===== config.mk =====
export PLATFORM = sky130hd
export DESIGN_NAME = single_pulse_pacer
export DESIGN_NICKNAME = d
export VERILOG_FILES = /design/src/rtl/single_pulse_pacer_pkg.sv /design/src/rtl/single_pulse_pacer_cnt.sv /design/src/rtl/single_pulse_pacer.sv
export SDC_FILE = /design/constraint.sdc
export NUM_CORES = 1
export LEC_CHECK = 0
export CAP_MARGIN = 20
export CORE_AREA = 2 2 51 53
export CTS_CLUSTER_SIZE = 40
export DETAILED_ROUTE_END_ITERATION = 12
export DIE_AREA = 0 0 53 55
export HOLD_SLACK_MARGIN = 0.03
export PLACE_DENSITY = 0.81
export SLEW_MARGIN = 20
export SYNTH_ARGS = -nofsm -noshare
export SYNTH_HDL_FRONTEND = slang
export SYNTH_HIERARCHICAL = 1
export SYNTH_SLANG_ARGS = --single-unit

===== constraint.sdc =====
create_clock -name i_clk_a -period 7.95 [get_ports i_clk_a]
set_clock_uncertainty 0.2 [all_clocks]
set_input_delay 2.385 -clock i_clk_a [delete_from_list [all_inputs] [get_ports i_clk_a]]
set_output_delay 2.385 -clock i_clk_a [all_outputs]
set_load 0.05 [all_outputs]

===== src/rtl/single_pulse_pacer_pkg.sv =====
// -----------------------------------------------------------------------------
// single_pulse_pacer_pkg
// Shared async-domain definitions for the pulse pacer: the FSM state encoding
// and the width of the guard down-counter.
// -----------------------------------------------------------------------------
package single_pulse_pacer_pkg;

  typedef enum logic [1:0] {
    ST_IDLE  = 2'd0,
    ST_ISSUE = 2'd1,
    ST_GUARD = 2'd2
  } pacer_state_e;

  // Guard counter width; covers P_GUARD_CYC up to 255.
  localparam int unsigned GUARD_W = 8;

endpackage


===== src/rtl/single_pulse_pacer_cnt.sv =====
// -----------------------------------------------------------------------------
// sat_updown_cnt
// Saturating up/down counter holding the number of queued events.
// A coincident inc and dec leave the count unchanged; the count never wraps.
// Ports:
//   i_clk_a  clock
//   i_rst_a  asynchronous active-high reset
//   i_inc    increment request
//   i_dec    decrement request
//   i_clr    synchronous clear (priority over inc/dec)
//   o_cnt    current count
//   o_full   count is at all-ones
//   o_empty  count is zero
// -----------------------------------------------------------------------------
module sat_updown_cnt #(
  parameter int unsigned W = 4
) (
  input  logic         i_clk_a,
  input  logic         i_rst_a,
  input  logic         i_inc,
  input  logic         i_dec,
  input  logic         i_clr,
  output logic [W-1:0] o_cnt,
  output logic         o_full,
  output logic         o_empty
);

  logic [W-1:0] cnt_q;
  logic [W-1:0] cnt_d;

  assign o_full  = (cnt_q == {W{1'b1}});
  assign o_empty = (cnt_q == '0);
  assign o_cnt   = cnt_q;

  always_comb begin
    cnt_d = cnt_q;
    if (i_clr) begin
      cnt_d = '0;
    end else if (i_inc && !i_dec && !o_full) begin
      cnt_d = cnt_q + W'(1);
    end else if (i_dec && !i_inc && !o_empty) begin
      cnt_d = cnt_q - W'(1);
    end
  end

  always_ff @(posedge i_clk_a or posedge i_rst_a) begin
    if (i_rst_a) begin
      cnt_q <= '0;
    end else begin
      cnt_q <= cnt_d;
    end
  end

endmodule


===== src/rtl/single_pulse_pacer.sv =====
// -----------------------------------------------------------------------------
// single_pulse_pacer
// Turns a stream of single-cycle event requests into one-cycle pulses spaced
// at least P_GUARD_CYC cycles apart, queueing events that arrive too early.
// Optional build macro: SINGLE_PULSE_PACER_DROP_CNT_EN enables the dropped
// event counter on o_drop_cnt (otherwise it reads 0).
// Ports:
//   i_clk_a     clock
//   i_rst_a     asynchronous active-high reset
//   i_event     event request (may assert every cycle)
//   i_enable    allow issuing; events are still queued when low
//   i_clr       synchronous clear of queued events (and drop count)
//   o_single_a  registered one-cycle output pulse
//   o_pending   queued, not yet issued events
//   o_overflow  one-cycle pulse when an event is dropped at full
//   o_busy      high while issuing or guarding
//   o_drop_cnt  saturating count of dropped events
// -----------------------------------------------------------------------------
module single_pulse_pacer
  import single_pulse_pacer_pkg::*;
#(
  parameter int unsigned P_GUARD_CYC = 16,
  parameter int unsigned P_PEND_W    = 4
) (
  input  logic                i_clk_a,
  input  logic                i_rst_a,
  input  logic                i_event,
  input  logic                i_enable,
  input  logic                i_clr,
  output logic                o_single_a,
  output logic [P_PEND_W-1:0] o_pending,
  output logic                o_overflow,
  output logic                o_busy,
  output logic [15:0]         o_drop_cnt
);

  localparam logic [GUARD_W-1:0] GUARD_LOAD = GUARD_W'(P_GUARD_CYC - 2);

  pacer_state_e       state_q, state_d;
  logic [GUARD_W-1:0] guard_q, guard_d;
  logic               single_q, single_d;
  logic               overflow_q, overflow_d;

  logic pend_full, pend_empty, pend_inc, pend_dec;
  logic ev_eff, issue_ok, issue_now, direct_issue;

  // A cleared cycle discards its event entirely.
  assign ev_eff = i_event && !i_clr;

  // The last guard cycle behaves as IDLE so back-to-back pulses are spaced
  // exactly P_GUARD_CYC cycles.
  assign issue_ok     = (state_q == ST_IDLE) ||
                        ((state_q == ST_GUARD) && (guard_q == '0));
  assign issue_now    = issue_ok && i_enable && (!pend_empty || ev_eff);
  assign direct_issue = issue_now && pend_empty;
  assign pend_dec     = issue_now && !pend_empty;
  // At full, an event is still accepted if a queued one leaves this cycle.
  assign pend_inc     = ev_eff && !direct_issue && (!pend_full || pend_dec);
  assign overflow_d   = ev_eff && !direct_issue && pend_full && !pend_dec;

  sat_updown_cnt #(
    .W (P_PEND_W)
  ) u_pend_cnt (
    .i_clk_a (i_clk_a),
    .i_rst_a (i_rst_a),
    .i_inc   (pend_inc),
    .i_dec   (pend_dec),
    .i_clr   (i_clr),
    .o_cnt   (o_pending),
    .o_full  (pend_full),
    .o_empty (pend_empty)
  );

  always_comb begin
    state_d  = state_q;
    guard_d  = guard_q;
    single_d = 1'b0;
    case (state_q)
      ST_IDLE: begin
        if (issue_now) begin
          state_d  = ST_ISSUE;
          single_d = 1'b1;
        end
      end
      ST_ISSUE: begin
        state_d = ST_GUARD;
        guard_d = GUARD_LOAD;
      end
      ST_GUARD: begin
        if (guard_q == '0) begin
          if (issue_now) begin
            state_d  = ST_ISSUE;
            single_d = 1'b1;
          end else begin
            state_d = ST_IDLE;
          end
        end else begin
          guard_d = guard_q - GUARD_W'(1);
        end
      end
      default: begin
        state_d = ST_IDLE;
        guard_d = '0;
      end
    endcase
  end

  always_ff @(posedge i_clk_a or posedge i_rst_a) begin
    if (i_rst_a) begin
      state_q    <= ST_IDLE;
      guard_q    <= '0;
      single_q   <= 1'b0;
      overflow_q <= 1'b0;
    end else begin
      state_q    <= state_d;
      guard_q    <= guard_d;
      single_q   <= single_d;
      overflow_q <= overflow_d;
    end
  end

  assign o_single_a = single_q;
  assign o_overflow = overflow_q;
  assign o_busy     = (state_q != ST_IDLE);

`ifdef SINGLE_PULSE_PACER_DROP_CNT_EN
  logic [15:0] drop_cnt_q, drop_cnt_d;

  // Counts in step with the overflow flop so both update on the same edge.
  always_comb begin
    drop_cnt_d = drop_cnt_q;
    if (i_clr) begin
      drop_cnt_d = '0;
    end else if (overflow_d && (drop_cnt_q != 16'hFFFF)) begin
      drop_cnt_d = drop_cnt_q + 16'd1;
    end
  end

  always_ff @(posedge i_clk_a or posedge i_rst_a) begin
    if (i_rst_a) begin
      drop_cnt_q <= '0;
    end else begin
      drop_cnt_q <= drop_cnt_d;
    end
  end

  assign o_drop_cnt = drop_cnt_q;
`else
  assign o_drop_cnt = '0;
`endif

endmodule


# Yosys cells after proc, flatten, opt, wreduce, memory -nomap -nowiden
# Index checks and enable logic that the tools add are counted.
# W data, S select, Z words.
# classes
reduce_logical,30
n_eq_ne,6
bitwise_logic,1
muxes,12
addsub,3
# op_table
operator,n
$pmux W8 S3,1
$logic_and A1 B1 Y1,14
$mux W4,3
$logic_not A8 Y1,1
$mux W8,1
$sub A8 B1 Y8 const B,1
$logic_not A1 Y1,6
$pmux W2 S3,1
$add A4 B1 Y4 const B,1
$eq A4 B4 Y1 const B,1
$logic_not A4 Y1,1
$mux W2,2
$ne A2 B2 Y1 const B,2
$reduce_and A2 Y1,2
$sub A4 B1 Y4 const B,1
$logic_or A1 B1 Y1,3
$mux W1,3
$reduce_bool A3 Y1,1
$eq A2 B1 Y1 const B,1
$eq A2 B2 Y1 const B,1
$logic_not A2 Y1,1
$ne A2 B1 Y1 const B,1
$pmux W1 S2,1
$reduce_bool A2 Y1,1
$not A1 Y1,1
# totals
register_bits,16
word_cells,57

# Depth between registers and ports, before layout
# depth
depth_word,15
depth_mapped,15

# Hierarchy
# Netlist, hierarchy kept.
# modules_own_cells
mod,area_per_inst_um2,cells_per_inst,n_inst
single_pulse_pacer,868.3,100,1
sat_updown_cnt,322.8,31,1

# Worst setup path after synthesis
# Ideal clock, no wire load.
# synth_timing
path_kind,input port to flip-flop
startpoint,in i_event
endpoint,reg u_pend_cnt.cnt_q[3] (netlist: u_pend_cnt/o_cnt[3])
path_stages,11
path_slack_ns,3.346
arrival_time_ns,4.277
setup_ns,0.128
path_cell_list,nor2b_1 > o21ai_1 > a21oi_1 > or2b_1 > nor2_2 > inv_1 > ha_1 > a21o_1 > a21oi_2 > mux2i_1 > mux2_1
# synth_via
elab_chain_cells,11
elab_cells_between_ends,18
cone_classes,2 x mux; 16 x reduce/logical
# synth_lines
item,line_no,source
from (decl),single_pulse_pacer.sv:27,"input logic i_event,"
$logic_and A1 B1 Y1 (*),single_pulse_pacer.sv:48,assign ev_eff = i_event && !i_clr;
$logic_or A1 B1 Y1,single_pulse_pacer.sv:54,assign issue_now = issue_ok && i_enable && (!pend_empty || ev_eff);
$logic_and A1 B1 Y1,single_pulse_pacer.sv:54,
$logic_and A1 B1 Y1,single_pulse_pacer.sv:55,assign direct_issue = issue_now && pend_empty;
$logic_not A1 Y1,single_pulse_pacer.sv:58,assign pend_inc = ev_eff && !direct_issue && (!pend_full || pend_dec);
$logic_and A1 B1 Y1,single_pulse_pacer.sv:58,
$logic_and A1 B1 Y1 (*),single_pulse_pacer.sv:58,
via pend_inc,single_pulse_pacer.sv:44,"logic pend_full, pend_empty, pend_inc, pend_dec;"
$logic_and A1 B1 Y1 / $logic_not A1 Y1 (equally long branches),"single_pulse_pacer_cnt.sv:39, single_pulse_pacer_cnt.sv:41",
"$logic_and A1 B1 Y1, on equally long branches","single_pulse_pacer_cnt.sv:39, single_pulse_pacer_cnt.sv:41",
$mux W4 / $logic_and A1 B1 Y1 (equally long branches),"single_pulse_pacer_cnt.sv:39, single_pulse_pacer_cnt.sv:41",
$mux W4 / $reduce_bool A3 Y1 (equally long branches),-,
to (signal assigned),single_pulse_pacer_cnt.sv:50,cnt_q <= cnt_d;
to (decl),single_pulse_pacer_cnt.sv:28,logic [W-1:0] cnt_q;
# Mark *: on every way through the listed nets, which the timed path passes. The rest lies on a longest branch.
# A chain may end at the register's enable or synchronous reset.

# Final worst setup path
# layout_timing
startpoint,in i_clr
endpoint,reg u_pend_cnt.cnt_q[3] (netlist: u_pend_cnt/o_cnt[3])
# layout_via
elab_chain_cells,12
elab_cells_between_ends,19
cone_classes,2 x mux; 17 x reduce/logical
# layout_lines
item,line_no,source
from (decl),single_pulse_pacer.sv:29,"input logic i_clr,"
$logic_not A1 Y1 (*),single_pulse_pacer.sv:48,
$logic_and A1 B1 Y1 (*),single_pulse_pacer.sv:48,
$logic_or A1 B1 Y1,single_pulse_pacer.sv:54,
$logic_and A1 B1 Y1,single_pulse_pacer.sv:54,
$logic_and A1 B1 Y1,single_pulse_pacer.sv:55,
$logic_not A1 Y1,single_pulse_pacer.sv:58,
$logic_and A1 B1 Y1,single_pulse_pacer.sv:58,
$logic_and A1 B1 Y1 (*),single_pulse_pacer.sv:58,
via pend_inc,single_pulse_pacer.sv:44,
$logic_and A1 B1 Y1 / $logic_not A1 Y1 (equally long branches),"single_pulse_pacer_cnt.sv:39, single_pulse_pacer_cnt.sv:41",
"$logic_and A1 B1 Y1, on equally long branches","single_pulse_pacer_cnt.sv:39, single_pulse_pacer_cnt.sv:41",
$mux W4 / $logic_and A1 B1 Y1 (equally long branches),"single_pulse_pacer_cnt.sv:39, single_pulse_pacer_cnt.sv:41",
$mux W4 / $reduce_bool A3 Y1 (equally long branches),-,
# Marked as above.

==> results_dict.tcl <==
set metrics [dict create \
    pre_cts_slack_ns 2.61 \
    multi_input_area_um2 671 \
    port_buffers 11 \
    synth.avg_cell_area_um2 9.09 \
    synth_edf_count 0 \
    cts_sinks 16 \
    cts_tree "yes" \
    setup_ws_ns 2.88 \
    die_x_um 53 \
    nNetsFinal 159 \
    synth.largest_area_cell "dfrtp_1" \
    ctsHoldBuffers 0 \
    root_buffer "clkbuf_4" \
    routedWlPerCell_um 13.1 \
    synth_area_leaders "dfrtp_1 34%, buf_4 10%, ha_1 8.4%, inv_1 3.8%, nor4_4 3.6%" \
    fmax_ghz 0.197 \
    cp.buffers_inverters 2 \
    cp.required_ns 7.92 \
    boundaryPins 28 \
    grt_max_degree 13 \
    fin_crit_sh_pct 63.7 \
    start_util_pct 50.4 \
    run_status "finished, final reports clean" \
    die_y_um 55 \
    hold_violations 0 \
    cts_resized 0 \
    ys_types 38 \
    grt_first_pass_wirelength_mm 3.62 \
    cp-end-kind "flip-flop" \
    hpwlAfterDp_mm 1.77 \
    syn_inst 131 \
    numCtsBuffers 3 \
    synth_flop_cell "dfrtp_1" \
    path_clk_slew_ns 0.10 \
    syn2layout_area_growth_pct 9.14 \
    post_cts_buffers 0 \
    dp_cells 170 \
    syn_area_mm2 0.00119 \
    cp_slowest_stage_delay_ns 0.49 \
    slew_headroom_pct 57.2 \
    drt-pass1-iter-count 4 \
    worst_pin_slew_ns 0.636 \
    design_power_total_w 0.000545 \
    final_cells 174 \
    rsz0062_at_grt "no" \
    path_cells "clkdlybuf4s50_1 -> nor2b_1 -> o21ai_1 -> a21oi_1 -> or2b_1 -> nor2_2 -> inv_1 -> ha_1 -> a21o_1 -> a21oi_2 -> mux2i_1 -> mux2_1" \
    min_period_ns 5.07 \
    hp-class "reg -> reg" \
    vias_per_cell 5.45 \
    startpoint_type "input pin" \
    grt.overflow.total 0 \
    ys_seq_elements 16 \
    clk_latency_ns 0.29 \
    worstSetupPathType "in -> reg" \
    synthDominantCellAreaShare_pct 33.6 \
    diodes 0 \
    core_mm2 0.00236 \
    cts_max_level 1 \
    fin_tns_setup_ns 0 \
    p_leak_nw 0.610 \
    dieArea_mm2 0.00292 \
    gp_congestion 0.866 \
    arrival_ns 5.04 \
    drtIter0Drc 20 \
    num_vias 948 \
    ir_drop_mv 0.273 \
    drv_cap 0 \
    ys_async_sr_fraction_pct 100 \
    drc 0 \
    p_per_area_mw_per_mm2 419 \
    fillers 220 \
    r2r_setup_slack_ns 4.23 \
    path_max_fanout 6 \
    cts_max_path_buffers 2 \
    seqCellArea_um2 400 \
    drive_gt1_share_pct 7.64 \
    ant_nets 0 \
    grt.total_usage_pct 17.0 \
    antenna_found_initial 0 \
    slew_violations 0 \
    drt_wl_total_mm 2.28 \
    grt_pass1_vias 827 \
    yosysWarnings 6 \
    cp_top_family "simple AND/OR/NAND/NOR gates" \
    setup_violations 0 \
    slowest_stage "clkdlybuf4s50_1" \
    ys_seq_area_share_pct 33.6 \
    row_count 18 \
]
[cell usage in the layout (no fill, tap or decap), drive strengths merged]
| cell | netlist | layout |
|---|---|---|
| a31oi | 2 | 2 |
| or4 | 1 | 1 |
| nand4 | 1 | 1 |
| nor3 | 1 | 1 |
| or3 | 1 | 1 |
| and3 | 1 | 1 |
| nand2 | 7 | 7 |
| xnor2 | 2 | 2 |
| nor3b | 2 | 2 |
| mux2i | 2 | 2 |
| nor4 | 3 | 3 |
| o31ai | 1 | 1 |
| a21oi | 8 | 8 |
| fa | 1 | 1 |
| nor2b | 3 | 3 |
| conb | 1 | 16 |
| o211ai | 1 | 1 |
| dfrtp | 16 | 16 |
| o21ai | 15 | 15 |
| a21boi | 1 | 1 |
| nor2 | 11 | 11 |
| inv | 12 | 12 |
| o22ai | 1 | 1 |
| clkdlybuf4s50 | 0 | 11 |
| nand2b | 2 | 2 |
| and4bb | 1 | 1 |
| clkbuf | 0 | 4 |
| and4 | 1 | 1 |
| or2b | 1 | 1 |
| nand3 | 2 | 2 |
| ha | 8 | 8 |
| mux2 | 2 | 2 |
| a211oi | 1 | 1 |
| a21o | 2 | 2 |
[worst reg2reg max path: stages (launching register included)]
cell and delay, ns:
dfrtp_1 0.43, inv_1 0.12, ha_1 0.34, and4bb_1 0.30
a21o_1 0.25, nand2_1 0.11, a21oi_1 0.17, or2b_1 0.28
nor2_2 0.15, inv_1 0.08, ha_1 0.29, a21o_1 0.20
a21oi_2 0.15, mux2i_1 0.21, mux2_1 0.34
[path summary, 6_finish.rpt]
| kind | from | end | cells after the start |
|---|---|---|---|
| min reg2reg | guard_q[7]$_DFFE_PP0P_ | guard_q[7]$_DFFE_PP0P_ | 1 |
| max reg2reg | state_q[0]$_DFFE_PP0P_ | u_pend_cnt/o_cnt[3]$_DFFE_PP0P_ | 14 |
| max in group asynchronous | i_rst_a | guard_q[2]$_DFFE_PP0P_ | 2 |
| max | i_clr | u_pend_cnt/o_cnt[3]$_DFFE_PP0P_ | 12 |
| min | guard_q[7]$_DFFE_PP0P_ | guard_q[7]$_DFFE_PP0P_ | 1 |
| min in group asynchronous | i_rst_a | u_pend_cnt/o_cnt[2]$_DFFE_PP0P_ | 2 |
[where the power goes]
group / internal, W / switching (W)
registers: 0.000108 / 0.0000378
clock network: 0.0000279 / 0.0000267
logic: 0.000129 / 0.000216
total: 0.000265 / 0.000280
[synth_stat cells, types with 2 or more instances]
cell       n
nand2b_1   2
mux2_1     2
a21o_1     2
nor2b_1    3
xnor2_1    2
a31oi_1    2
nor3b_1    2
a21oi_1    6
o21ai_1    7
nand2_1    7
nor2_1    10
inv_1     12
a21oi_2    2
mux2i_1    2
buf_4     16
ha_1       8
dfrtp_1   16
o21ai_0    8
nor4_4     2
nand3_1    2
[layout make-up]
| type | count | share of cell area [%] |
|---|---|---|
| multi-input combinational | 101 | 51.6 |
| tap | 30 | 2.89 |
| inverter | 12 | 3.46 |
| sequential | 16 | 30.8 |
| clock buffer | 4 | 2.79 |
| timing repair buffer | 11 | 8.47 |
[state kept, by name, summed over array words and instances, names as in the netlist]
signal            count
guard_q               8
u_pend_cnt/o_cnt      4
state_q               2
o_overflow            1
o_single_a            1
[through the flow]
| stage | utilization [%] | area, µm² | hold slack, ns |
|---|---|---|---|
| global route | 55.0 | 1300 | 0.370 |
| detailed placement | 53.4 | 1260 | 0.312 |
| floorplan | - | 1250 | 0.260 |
| CTS | 55.0 | 1300 | 0.328 |
| global placement | 53.4 | 1260 | 0.306 |
| finish | 55.0 | 1300 | 0.328 |
[per-layer routing]
metal / wire length (µm) / up-vias / global-route usage [%] / share of wire, %
met5: 0 / - / 0 / 0
met4: 34 / 0 / 8.55 / 1.5
met3: 137 / 6 / 2.15 / 6.0
met2: 1170 / 45 / 29.6 / 51
met1: 945 / 455 / 20.9 / 41
li1: - / 442 / - / -
[logic make-up (layout without fill, tap and decap cells)]
logic type / Yosys count / count (layout) / synth area share (%)
buffers and inverters: 29 / 27 / 14.8
AO/OA/AOI/OAI: 32 / 32 / 16.2
AND/OR/NAND/NOR: 38 / 38 / 20.0
flip-flops: 16 / 16 / 33.6
other: 1 / 16 / 0.315
XOR/XNOR: 2 / 2 / 1.47
multiplexers: 4 / 4 / 3.57
adder cells (fa/ha/maj): 9 / 9 / 10.1
(Power assumes the default switching activity.)
